`src/rtl/microroc_readout_deser_pkg.sv`:
```
// -----------------------------------------------------------------------------
// microroc_readout_deser_pkg
//   Shared definitions for the MICROROC serial readout deserializer:
//   FSM state encoding, MICROROC frame field widths, default word/frame
//   sizes, the default trailer word, and a saturating 16-bit increment.
// -----------------------------------------------------------------------------
package microroc_readout_deser_pkg;

    typedef enum logic [1:0] {
        ST_IDLE    = 2'd0,
        ST_SHIFT   = 2'd1,
        ST_FLUSH   = 2'd2,
        ST_TRAILER = 2'd3
    } state_t;

    // MICROROC frame layout: BCID, hit bits, chip ID
    localparam int unsigned BCID_W         = 24;
    localparam int unsigned HIT_W          = 128;
    localparam int unsigned CHIPID_W       = 8;
    localparam int unsigned FRAME_BITS_DEF = BCID_W + HIT_W + CHIPID_W;

    localparam int unsigned WORD_W_DEF  = 16;
    localparam logic [15:0] TRAILER_DEF = 16'hFFFF;

    function automatic logic [15:0] sat_inc16(input logic [15:0] v);
        return (v == '1) ? v : v + 16'd1;
    endfunction

endpackage

```
`src/rtl/microroc_readout_deser_sync2_edge.sv`:
```
// -----------------------------------------------------------------------------
// sync2_edge
//   Two-flop synchronizer for an asynchronous level, plus rise/fall pulses
//   derived from a registered copy of the synchronized level.
//   Ports:
//     Clk      in   system clock
//     reset_n  in   asynchronous active-low reset (all flops -> RESET_VAL)
//     i_async  in   asynchronous input level
//     o_sync   out  synchronized level
//     o_rise   out  one-cycle pulse on synchronized 0->1
//     o_fall   out  one-cycle pulse on synchronized 1->0
// -----------------------------------------------------------------------------
module sync2_edge #(
    parameter logic RESET_VAL = 1'b0
) (
    input  logic Clk,
    input  logic reset_n,
    input  logic i_async,
    output logic o_sync,
    output logic o_rise,
    output logic o_fall
);

    logic r_meta;
    logic r_sync;
    logic r_prev;

    always_ff @(posedge Clk or negedge reset_n) begin
        if (!reset_n) begin
            r_meta <= RESET_VAL;
            r_sync <= RESET_VAL;
            r_prev <= RESET_VAL;
        end else begin
            r_meta <= i_async;
            r_sync <= r_meta;
            r_prev <= r_sync;
        end
    end

    assign o_sync = r_sync;
    assign o_rise = r_sync & ~r_prev;
    assign o_fall = ~r_sync & r_prev;

endmodule

```
`src/rtl/microroc_readout_deser.sv`:
```
// -----------------------------------------------------------------------------
// microroc_readout_deser
//   Deserializes the MICROROC readout stream (Dout framed by TransmitOn_n)
//   into MSB-first words for the event FIFO, appends a trailer word at the
//   end of each transmission, counts complete frames and flags errors.
//   Ports:
//     Clk            in   40 MHz system clock
//     reset_n        in   asynchronous active-low reset
//     Start_Readout  in   rising edge clears frame_cnt / partial_err / overflow
//     Dout           in   asynchronous serial data, one bit per Clk
//     TransmitOn_n   in   asynchronous transmission window, active low
//     fifo_full      in   event FIFO full; suppresses the write strobe
//     fifo_din       out  word to FIFO
//     fifo_wr_en     out  one-cycle write strobe
//     frame_cnt      out  complete frames since last clear, saturating
//     partial_err    out  sticky: transmission ended mid-frame / bits dropped
//     overflow       out  sticky: a word was dropped because of fifo_full
//     busy           out  FSM not idle
// -----------------------------------------------------------------------------
module microroc_readout_deser
    import microroc_readout_deser_pkg::*;
#(
    parameter int unsigned       WORD_W     = WORD_W_DEF,
    parameter int unsigned       FRAME_BITS = FRAME_BITS_DEF,
    parameter logic [WORD_W-1:0] TRAILER    = TRAILER_DEF,
    parameter bit                TRAILER_EN = 1'b1
) (
    input  logic              Clk,
    input  logic              reset_n,
    input  logic              Start_Readout,
    input  logic              Dout,
    input  logic              TransmitOn_n,
    input  logic              fifo_full,
    output logic [WORD_W-1:0] fifo_din,
    output logic              fifo_wr_en,
    output logic [15:0]       frame_cnt,
    output logic              partial_err,
    output logic              overflow,
    output logic              busy
);

    localparam int unsigned BC_W = $clog2(WORD_W);
    localparam int unsigned FB_W = $clog2(FRAME_BITS);
    localparam logic [BC_W-1:0] BC_LAST  = BC_W'(WORD_W - 1);
    localparam logic [FB_W-1:0] FB_LAST  = FB_W'(FRAME_BITS - 1);
    localparam logic [BC_W:0]   WORD_W_L = (BC_W + 1)'(WORD_W);

    // ---------------------------------------------------------------- sync
    logic w_ton_s, w_ton_rise, w_ton_fall;
    logic w_sr_s, w_sr_rise, w_sr_fall;
    logic w_unused_edges;
    logic r_dout_meta, r_dout_s;

    sync2_edge #(.RESET_VAL(1'b1)) u_ton_sync (
        .Clk     (Clk),
        .reset_n (reset_n),
        .i_async (TransmitOn_n),
        .o_sync  (w_ton_s),
        .o_rise  (w_ton_rise),
        .o_fall  (w_ton_fall)
    );

    sync2_edge #(.RESET_VAL(1'b0)) u_sr_sync (
        .Clk     (Clk),
        .reset_n (reset_n),
        .i_async (Start_Readout),
        .o_sync  (w_sr_s),
        .o_rise  (w_sr_rise),
        .o_fall  (w_sr_fall)
    );

    assign w_unused_edges = ^{w_ton_rise, w_ton_fall, w_sr_s, w_sr_fall};

    always_ff @(posedge Clk or negedge reset_n) begin
        if (!reset_n) begin
            r_dout_meta <= 1'b0;
            r_dout_s    <= 1'b0;
        end else begin
            r_dout_meta <= Dout;
            r_dout_s    <= r_dout_meta;
        end
    end

    // ----------------------------------------------------------------- FSM
    state_t r_state, w_state_nxt;
    logic   w_shift;        // accept dout_s this cycle
    logic   w_flush;        // emit partial word
    logic   w_trailer;      // emit trailer word
    logic   w_clr_frame;    // transmission ended: restart frame position
    logic   w_set_partial;

    logic [WORD_W-1:0] r_sreg;
    logic [BC_W-1:0]   r_bit_cnt;
    logic [FB_W-1:0]   r_frame_bit;

    always_ff @(posedge Clk or negedge reset_n) begin
        if (!reset_n) r_state <= ST_IDLE;
        else          r_state <= w_state_nxt;
    end

    always_comb begin
        w_state_nxt   = r_state;
        w_shift       = 1'b0;
        w_flush       = 1'b0;
        w_trailer     = 1'b0;
        w_clr_frame   = 1'b0;
        w_set_partial = 1'b0;
        case (r_state)
            ST_IDLE: begin
                if (!w_ton_s) begin
                    w_shift     = 1'b1;
                    w_state_nxt = ST_SHIFT;
                end
            end
            ST_SHIFT: begin
                if (!w_ton_s) begin
                    w_shift = 1'b1;
                end else begin
                    w_clr_frame   = 1'b1;
                    w_set_partial = (r_frame_bit != '0);
                    if (r_bit_cnt != '0)
                        w_state_nxt = ST_FLUSH;
                    else
                        w_state_nxt = TRAILER_EN ? ST_TRAILER : ST_IDLE;
                end
            end
            ST_FLUSH: begin
                // bits arriving here cannot be captured; they are lost
                w_flush       = 1'b1;
                w_set_partial = !w_ton_s;
                w_state_nxt   = TRAILER_EN ? ST_TRAILER : ST_IDLE;
            end
            ST_TRAILER: begin
                w_trailer     = 1'b1;
                w_set_partial = !w_ton_s;
                w_state_nxt   = ST_IDLE;
            end
            default: w_state_nxt = ST_IDLE;
        endcase
    end

    // ------------------------------------------------------------ datapath
    logic              w_word_done;
    logic              w_frame_done;
    logic [WORD_W-1:0] w_sreg_nxt;
    logic [BC_W:0]     w_pad;
    logic [WORD_W-1:0] w_flush_word;

    assign w_word_done  = w_shift && (r_bit_cnt == BC_LAST);
    assign w_frame_done = w_shift && (r_frame_bit == FB_LAST);
    assign w_sreg_nxt   = {r_sreg[WORD_W-2:0], r_dout_s};
    // stale bits from the previous word sit above the valid ones and are
    // shifted out, leaving the partial word left-aligned and zero-padded
    assign w_pad        = WORD_W_L - {1'b0, r_bit_cnt};
    assign w_flush_word = r_sreg << w_pad;

    logic              r_wr_req;
    logic [WORD_W-1:0] r_din;
    logic [15:0]       r_frame_cnt;
    logic              r_partial;
    logic              r_overflow;

    always_ff @(posedge Clk or negedge reset_n) begin
        if (!reset_n) begin
            r_sreg      <= '0;
            r_bit_cnt   <= '0;
            r_frame_bit <= '0;
            r_wr_req    <= 1'b0;
            r_din       <= '0;
            r_frame_cnt <= '0;
            r_partial   <= 1'b0;
            r_overflow  <= 1'b0;
        end else begin
            r_wr_req <= 1'b0;

            if (w_shift) begin
                r_sreg      <= w_sreg_nxt;
                r_bit_cnt   <= w_word_done  ? '0 : r_bit_cnt + 1'b1;
                r_frame_bit <= w_frame_done ? '0 : r_frame_bit + 1'b1;
            end
            if (w_clr_frame)
                r_frame_bit <= '0;

            if (w_word_done) begin
                r_din    <= w_sreg_nxt;
                r_wr_req <= 1'b1;
            end else if (w_flush) begin
                r_din     <= w_flush_word;
                r_wr_req  <= 1'b1;
                r_bit_cnt <= '0;
            end else if (w_trailer) begin
                r_din    <= TRAILER;
                r_wr_req <= 1'b1;
            end

            // clear has priority over any same-cycle update
            if (w_sr_rise) begin
                r_frame_cnt <= '0;
                r_partial   <= 1'b0;
                r_overflow  <= 1'b0;
            end else begin
                if (w_frame_done)
                    r_frame_cnt <= sat_inc16(r_frame_cnt);
                if (w_set_partial)
                    r_partial <= 1'b1;
                if (r_wr_req && fifo_full)
                    r_overflow <= 1'b1;
            end
        end
    end

    // full is judged in the strobe cycle itself so the FIFO never sees a
    // write while it reports full
    assign fifo_wr_en  = r_wr_req & ~fifo_full;
    assign fifo_din    = r_din;
    assign frame_cnt   = r_frame_cnt;
    assign partial_err = r_partial;
    assign overflow    = r_overflow;
    assign busy        = (r_state != ST_IDLE);

endmodule

```
`config.mk`:
```
export PLATFORM = sky130hd
export DESIGN_NAME = microroc_readout_deser
export DESIGN_NICKNAME = d
export VERILOG_FILES = /design/src/rtl/microroc_readout_deser_pkg.sv /design/src/rtl/microroc_readout_deser_sync2_edge.sv /design/src/rtl/microroc_readout_deser.sv
export SDC_FILE = /design/constraint.sdc
export NUM_CORES = 1
export LEC_CHECK = 0
export ABC_CLOCK_PERIOD_IN_PS = 2750
export CORE_MARGIN = 2
export CORE_UTILIZATION = 40
export DETAILED_ROUTE_END_ITERATION = 8
export REMOVE_ABC_BUFFERS = 1
export SETUP_SLACK_MARGIN = 0.15
export SLEW_MARGIN = 30
export SYNTH_ARGS = -nofsm -noshare
export SYNTH_HDL_FRONTEND = slang
export SYNTH_SLANG_ARGS = --single-unit
```
`constraint.sdc`:
```
create_clock -name Clk -period 2.75 [get_ports Clk]
set_input_delay 0.275 -clock Clk [delete_from_list [all_inputs] [get_ports Clk]]
set_output_delay 0.275 -clock Clk [all_outputs]
set_load 0.02 [all_outputs]
```
==> flow_metrics.tcl <==
set metrics [dict create \
    synth_top_area_share_pct 42.5 \
    reg2reg_from "r_state[0]" \
    global_route.usage.total_pct 19.5 \
    cts_resized 0 \
    final.setup.worst_slack_ns 0.434 \
    r2r-end "frame_cnt[13]" \
    drv_cap 0 \
    ys_types 57 \
    antenna_found_initial 0 \
    drive_above_1_share_pct 10.3 \
    holdWs_ns 0.315 \
    chipWidth_um 105 \
    nets 508 \
    syn_inst 454 \
    dieHeight_um 105 \
    synth_edf_count 0 \
    dp.final_hpwl_mm 6.97 \
    coreArea_mm2 0.0101 \
    required_ns 3.00 \
    ys.flop_type "dfrtp_1" \
    rsz0062_at_grt "no" \
    yosysWarningCount 0 \
    cts_made_buffers 9 \
    clkTransAtPathRegs_ns 0.08 \
    critPathMaxFanout 6 \
    hp-class "in2reg" \
    syn_area_per_cell_um2 9.08 \
    cp.arrival_ns 2.56 \
    cts-root-buf "clkbuf_8" \
    place_congestion 0.855 \
    fin_crit_sh_pct 84.2 \
    grt_pass1_wl_mm 17.4 \
    fmax_mhz 432 \
    start_kind "flip-flop" \
    viasPerCell 5.47 \
    vdd_drop_max_uv 486 \
    yosysSeqAreaShare_pct 43.8 \
    synth.largest_area_cell "dfrtp_1" \
    wire_per_inst_um 16.1 \
    synth_area_mm2 0.00412 \
    async_flop_share_pct 100 \
    setup_viol 0 \
    grt_max_degree 73 \
    diodes 0 \
    cts.sinks 72 \
    cp-end-kind "flip-flop" \
    cts_tree "done" \
    holdPathStages 1 \
    num_io_pins 42 \
    insertion_delay_ns 0.36 \
    p_per_area_mw_per_mm2 1070 \
    worstPathCellList "inv_1 -> ha_1 -> o21bai_4 -> or4_1 -> a21oi_2 -> a31oi_1 -> a41o_1" \
    fin_worst_skew_ns 0.00955 \
    place_ws_ns 0.450 \
    drt_iter0_drc 226 \
    overflow 0 \
    clockBufferDepth 2 \
    post-route-drc-count 0 \
    max_slew_margin_pct 53.0 \
    initial_utilization_pct 40.6 \
    fin_tns_setup_ns 0 \
    dr.pass1.iters 4 \
    post_cts_buffers 0 \
    min_to "u_ton_sync.r_meta" \
    slew_viol_final 0 \
    ff2ff_path_depth 7 \
    cts_hold_buf 0 \
    grt_pass1_vias 3414 \
    num_rows 37 \
    portBuffers 41 \
    vias 3464 \
    finalHoldViolCount 0 \
    timing_worst_setup_path_type "reg2reg" \
    p_leak_nw 2.08 \
    slowest_delay_ns 0.68 \
    fp.dieArea_mm2 0.0111 \
    r2r_setup_slack_ns 0.43 \
    synth_area_leaders "dfrtp_1 43%, nand2_1 8.5%, mux4_2 6.6%" \
    layout_min_cycle_time_ns 2.32 \
    status "complete, no violations" \
    ys_ff_latch 72 \
    drt_wl_total_mm 10.2 \
    syn2layout_area_growth_pct 19.5 \
    ant_nets 0 \
    slowest_stage "or4_1" \
    final_core_util_pct 48.6 \
    worst_pin_slew_ns 0.699 \
    cts_htree_levels 3 \
    hold_start "TransmitOn_n" \
]
synth_stat cells (9+ instances only):
master     n
ha_1      10
xnor2_1   16
clkbuf_1  14
nand3_1    9
nor3_1    12
inv_1     12
a21oi_1   23
nor2_1    46
o21ai_0   25
dfrtp_1   70
mux4_2    12
nand2_1   93
cell usage in the layout, fill, tap and decap left out, types with 3 or more instances in the layout:
| master | Yosys | layout |
|---|---|---|
| clkbuf_8 | 0 | 12 |
| mux2i_1 | 7 | 7 |
| and3_1 | 7 | 7 |
| xor2_1 | 3 | 3 |
| nand3_1 | 9 | 9 |
| nand2b_1 | 4 | 4 |
| nand4_1 | 6 | 6 |
| o22a_1 | 4 | 4 |
| mux4_2 | 12 | 12 |
| a21oi_1 | 23 | 23 |
| a22oi_1 | 3 | 3 |
| a211oi_1 | 5 | 5 |
| o22ai_1 | 5 | 5 |
| nor3_1 | 12 | 12 |
| or4_1 | 3 | 3 |
| xnor2_1 | 16 | 16 |
| o21ai_0 | 25 | 25 |
| a31oi_1 | 4 | 4 |
| dfrtp_1 | 70 | 70 |
| or3_1 | 7 | 7 |
| nor4_1 | 3 | 3 |
| nand2_1 | 93 | 93 |
| clkdlybuf4s50_1 | 0 | 40 |
| nor2b_1 | 3 | 3 |
| o31ai_1 | 3 | 3 |
| buf_4 | 1 | 11 |
| nor2_1 | 46 | 46 |
| ha_1 | 10 | 10 |
| inv_1 | 12 | 12 |
worst max-delay path, delay by kind of cell, from the launching register on:
family                     cells  cell delay (ns)
adders and majority gates      1             0.30
buffers and inverters          1             0.15
and+or+nand+nor                1             0.68
DFF                            1             0.42
AOI/OAI and AO/OA              4             0.65
stage by stage:
step                instance area, um^2  total power, W  instances
finish                             4920         0.00529        633
global route                       4920         0.00567        633
CTS                                4910         0.00531        632
detailed placement                 4670         0.00429        616
global placement                   4670         0.00426        616
floorplan                          4010         0.00334        428
how the worst max path moves through the flow:
stage	start	end	slack [ns]	depth (start not counted)
2_1_floorplan	r_bit_cnt[0]	fifo_din[10]	-0.25	7
3_3_place_gp	r_state[0]	frame_cnt[4]	0.54	7
3_5_place_dp	r_state[0]	frame_cnt[13]	0.45	7
4_1_cts	r_state[0]	frame_cnt[13]	0.43	7
5_1_grt	r_state[1]	frame_cnt[15]	0.30	7
6_report	r_state[0]	frame_cnt[13]	0.43	7
power by group:
group	switching [W]	total, W	internal (W)
Clock	0.000429	0.00102	0.000588
Combinational	0.00148	0.00261	0.00113
Sequential	0.000321	0.00166	0.00134
registers in the layout, indices dropped and copies added (netlist names), 2 cells and up:
| signal | cells |
|---|---|
| r_sreg | 16 |
| r_state | 2 |
| r_bit_cnt | 4 |
| frame_cnt | 16 |
| r_frame_bit | 8 |
| fifo_din | 16 |
layer usage:
metal  global-route usage [%]  wire (um)  vias to the layer above  share of wire, %
li1                         -          -                     1667                 -
met1                     26.5       4640                     1682                46
met2                     31.6       4890                       96                48
met3                     2.97        428                       19               4.2
met4                     7.52        207                        0               2.0
met5                        0          0                        -                 0
cell families after synthesis:
kind of cell / after synthesis / share of synthesized area, %
xor+xnor: 19 / 4.04
fa+ha+maj: 10 / 3.04
compound gates: 92 / 14.5
flops: 72 / 43.8
simple gates: 203 / 22.3
mux: 20 / 8.53
buf+inv: 38 / 3.77
area by class of cell:
| cell class | count | area [um^2] |
|---|---|---|
| Fill cell | 984 | 5220 |
| Clock buffer | 12 | 165 |
| Clock inverter | 4 | 73.8 |
| Tap cell | 136 | 170 |
| Timing Repair Buffer | 53 | 504 |
| Sequential cell | 72 | 1800 |
| Inverter | 12 | 45.0 |
| Multi-Input combinational cell | 344 | 2160 |
No activity file was read; power rests on OpenSTA's default activity.
==> edit 1, RTL diff (same flow settings) <==
Set the parameter `TRAILER_EN` to 1'b0 (it was 1'b1).
--- a/src/rtl/microroc_readout_deser.sv
+++ b/src/rtl/microroc_readout_deser.sv
@@ -23,7 +23,7 @@
     parameter int unsigned       WORD_W     = WORD_W_DEF,
     parameter int unsigned       FRAME_BITS = FRAME_BITS_DEF,
     parameter logic [WORD_W-1:0] TRAILER    = TRAILER_DEF,
-    parameter bit                TRAILER_EN = 1'b1
+    parameter bit                TRAILER_EN = 1'b0
 ) (
     input  logic              Clk,
     input  logic              reset_n,
Check against the original RTL: not equivalent (Yosys sat finds a counterexample within 10 cycles, from zero or initial values and one cycle with reset_n low).
==> edit 1 against the original RTL <==
- synthesized area is 3.3% lower
- power down 2.0%
- wire length shrank 7.4%
- sequential cell count unchanged
- first-iteration DRC count up 13%
- die area decreased by 3.2%
- cell area shrank 3.6%
- sequential power rose by 2%
- setup slack got worse by 0.081 ns
- critical endpoint is now fifo_din[15]
- largest cell class unchanged
==> edit 1: results (changes against the original RTL) <==
INFO  metric drt-initial-drc-count = 256 (+13%)
INFO  metric grt_pass1_wl = 16.2 mm (-7.0%)
INFO  metric startpoint = r_bit_cnt[1]
INFO  metric worst_slew_margin_rel = 0.549 (+0.0189)
INFO  metric synth_cell_types = 55 (-3.5%)
INFO  metric finalWirelength = 9.42 mm (-7.4%)
INFO  metric buf_share = 0.102 (-0.000912)
INFO  metric r2r_setup_slack = 0.35 ns (-0.08 ns)
INFO  metric whs = 0.345 ns (+0.0305 ns)
INFO  metric worst-endpoint-arrival = 2.66 ns (+0.10 ns)
INFO  metric grt_util_all_layers = 0.185 (-0.0105)
INFO  metric clkCellAreaFrac = 0.0435 (-0.00504)
INFO  metric yosys-top-cells-count = dfrtp_1 (70), nand2_1 (38), nor2_1 (38)
INFO  metric seq-cell-share = 0.380 (+0.0137)
INFO  metric outcome = finished clean
INFO  metric non_clock_inverter_count = 10 (-2)
INFO  metric peakVddDrop = 522 uV (+7.5%)
INFO  metric synth_mux_area_frac = 0.151 (+0.0658)
INFO  metric critical_path_capture_point = fifo_din[15]
INFO  metric post_route_cells_drive_above_1_share = 0.148 (+0.0455)
INFO  metric nNonClkBuffers = 50 (-5.7%)
INFO  metric drtPass1Iterations = 5 (+1)
INFO  metric num-nets-final = 438 (-14%)
INFO  metric synth-compound-area-share = 0.143 (-0.00190)
INFO  metric wl_met1 = 4.38 mm (-5.6%)
INFO  metric synthXorXnorAreaFrac = 0.0440 (+0.00359)
INFO  metric p_leak = 1.88 nW (-9.9%)
INFO  metric synth-adder-area-share = 0.0157 (-0.0147)
INFO  metric grt_pass1_vias = 3166 (-7.3%)
INFO  metric worst-path-max-fanout = 7 (+1)
INFO  metric detailedPlacementHpwl = 6.54 mm (-6.2%)
INFO  metric routed-wl-met2 = 4.31 mm (-12%)
INFO  metric ys_top_cells_by_area = dfrtp_1 (44%), mux2_2 (5.7%), mux4_2 (5.7%)
INFO  metric final.fill_count = 918 (-6.7%)
INFO  metric synth_sequential_area_ratio = 0.453 (+0.0151)
INFO  metric clk_buffers = 11 (-1)
INFO  metric finalClockSkew = 0.0128 ns (+0.00329 ns)
INFO  metric pre_cts_ws = 0.397 ns (-0.0528 ns)
edit 1: changes by cell type after synthesis, moves of 5 or more:
| cell | change |
|---|---|
| or3_1 | -5 |
| a21oi_1 | -8 |
| nor2_1 | -8 |
| o21ai_0 | -8 |
| mux2_2 | +19 |
| mux2i_1 | +7 |
| nand2_1 | -55 |
| ha_1 | -5 |
| nand3_1 | +5 |
| o21ai_1 | +9 |
| nor3_1 | -8 |
edit 1: where the power goes:
group          switching (mW)  total (mW)  internal [mW]
sequential              0.342        1.70           1.36
clock                   0.406       0.872          0.465
combinational            1.37        2.61           1.24
total                    2.12        5.18           3.06
edit 1: metrics by stage:
stage          power (mW)  cells  cell area, sq um
3_3_place_gp         4.26    548              4530
3_5_place_dp         4.28    548              4530
4_1_cts              5.17    564              4730
2_1_floorplan        3.43    366              3890
5_1_grt              5.53    565              4750
6_report             5.18    565              4750
==> edit 2, RTL diff (config.mk and constraints unchanged) <==
Made on the original files. Encoding of `state_t`: now Gray code (2 bits for 4 states).
--- a/src/rtl/microroc_readout_deser_pkg.sv
+++ b/src/rtl/microroc_readout_deser_pkg.sv
@@ -7,10 +7,10 @@
 package microroc_readout_deser_pkg;
 
     typedef enum logic [1:0] {
-        ST_IDLE    = 2'd0,
-        ST_SHIFT   = 2'd1,
-        ST_FLUSH   = 2'd2,
-        ST_TRAILER = 2'd3
+        ST_IDLE    = 2'b00,
+        ST_SHIFT   = 2'b01,
+        ST_FLUSH   = 2'b11,
+        ST_TRAILER = 2'b10
     } state_t;
 
     // MICROROC frame layout: BCID, hit bits, chip ID
Behaviour: no difference found for any inputs over 10 cycles, from zero or initial values and one cycle with reset_n low; not proved beyond that.
==> edit 2 against the original RTL <==
- wire length decreased by 3.4%
- die area shrank 2.6%
- synthesized area is 2.7% lower
- sequential cell count is the same
- cell area decreased by 3.4%
- setup slack improved by 0.067 ns
- power shrank 3.6%
- fmax up 3.0%
- first-iteration DRC count grew 51%
- largest cell class unchanged
- highest routed layer unchanged
==> edit 2: results (changes against the original RTL) <==
INFO  metric outcome = finished clean
INFO  metric startpoint = r_bit_cnt[1]
INFO  metric yosys-top-cells-count = nand2_1 (85), dfrtp_1 (70), nor2_1 (31), o21ai_0 (31), a21oi_1 (24)
INFO  metric wl_per_cell = 16.2 um (+0.79%)
INFO  metric design.die.area = 10800 sq um (-2.6%)
INFO  metric final_period_minus_worst_setup_slack = 2.25 ns (-0.0673 ns)
INFO  metric synth_cell_types = 61 (+7.0%)
INFO  metric final.fill_count = 945 (-4.0%)
INFO  metric post_route_cells_drive_above_1_share = 0.129 (+0.0261)
INFO  metric clk-power = 0.879 mW (-14%)
INFO  metric placed_standard_cell_area = 4530 sq um (-3.0%)
INFO  metric grt_util_all_layers = 0.188 (-0.00721)
INFO  metric pre_cts_ws = 0.532 ns (+0.0823 ns)
INFO  metric finalWeightedCongestion = 0.896 (+4.8%)
INFO  metric drt-initial-drc-count = 342 (+51%)
INFO  metric ys_top_cells_by_area = dfrtp_1 (44%), nand2_1 (8.0%), mux4_2 (3.9%)
INFO  metric grt_pass1_vias = 3154 (-7.6%)
INFO  metric crit_family = compound AO/OA/AOI/OAI gates
INFO  metric pwr.group.combinational = 2.50 mW (-4%)
INFO  metric finalClockSkew = 0.0138 ns (+0.00426 ns)
INFO  metric detailedPlacementHpwl = 6.83 mm (-2.1%)
INFO  metric critical_path_capture_point = fifo_din[12]
INFO  metric grt_pass1_wl = 16.4 mm (-5.8%)
INFO  metric grt.met2_usage = 0.260 (-0.0558)
INFO  metric grt_met3_usage = 0.0376 (+0.00791)
INFO  metric whs = 0.320 ns (+0.00536 ns)
INFO  metric p_leak = 2.06 nW (-1.3%)
INFO  metric r2r_setup_slack = 0.50 ns (+0.07 ns)
INFO  metric post_drt_via_cell_ratio = 5.71 (+4.4%)
INFO  metric num-nets-final = 480 (-5.5%)
INFO  metric drtPass1Iterations = 5 (+1)
INFO  metric peakVddDrop = 528 uV (+8.7%)
INFO  metric post_layout_nonfiller_instances = 607 (-4.1%)
INFO  metric place.detailed.instances = 590 (-4.2%)
INFO  metric groute.layer.met1.usage = 0.288 (+0.0230)
INFO  metric synth_sequential_area_ratio = 0.450 (+0.0120)
INFO  metric synthesis.instances = 431 (-5.1%)
edit 2: worst register-to-register path: stages, from the launching register on:
cell      delay (ns)
dfrtp_1         0.44
inv_1           0.10
ha_1            0.31
inv_2           0.20
mux2_2          0.39
o21ai_0         0.36
a221oi_1        0.16
nor3_1          0.20
edit 2: kinds of logic after synthesis:
kind of cell,Yosys count,share of synthesized area
mux,29,0.0970
simple gates,187,0.230
buf+inv,37,0.0446
fa+ha+maj,5,0.0156
compound gates,90,0.139
flops,72,0.450
xor+xnor,11,0.0240
edit 2: cell type report:
class	count	area (sq um)	area share
Multi-Input combinational cell	322	2030	0.427
Sequential cell	72	1800	0.379
Clock inverter	3	40.0	0.00842
Clock buffer	13	169	0.0355
Timing Repair Buffer	53	504	0.106
Tap cell	133	166	0.0350
Inverter	11	41.3	0.00868
edit 2: layer usage:
metal  up-vias  share of wire
met5         -              0
met4         0          0.018
met3        20          0.075
met2       156           0.43
met1      1680           0.48
li1       1612              -
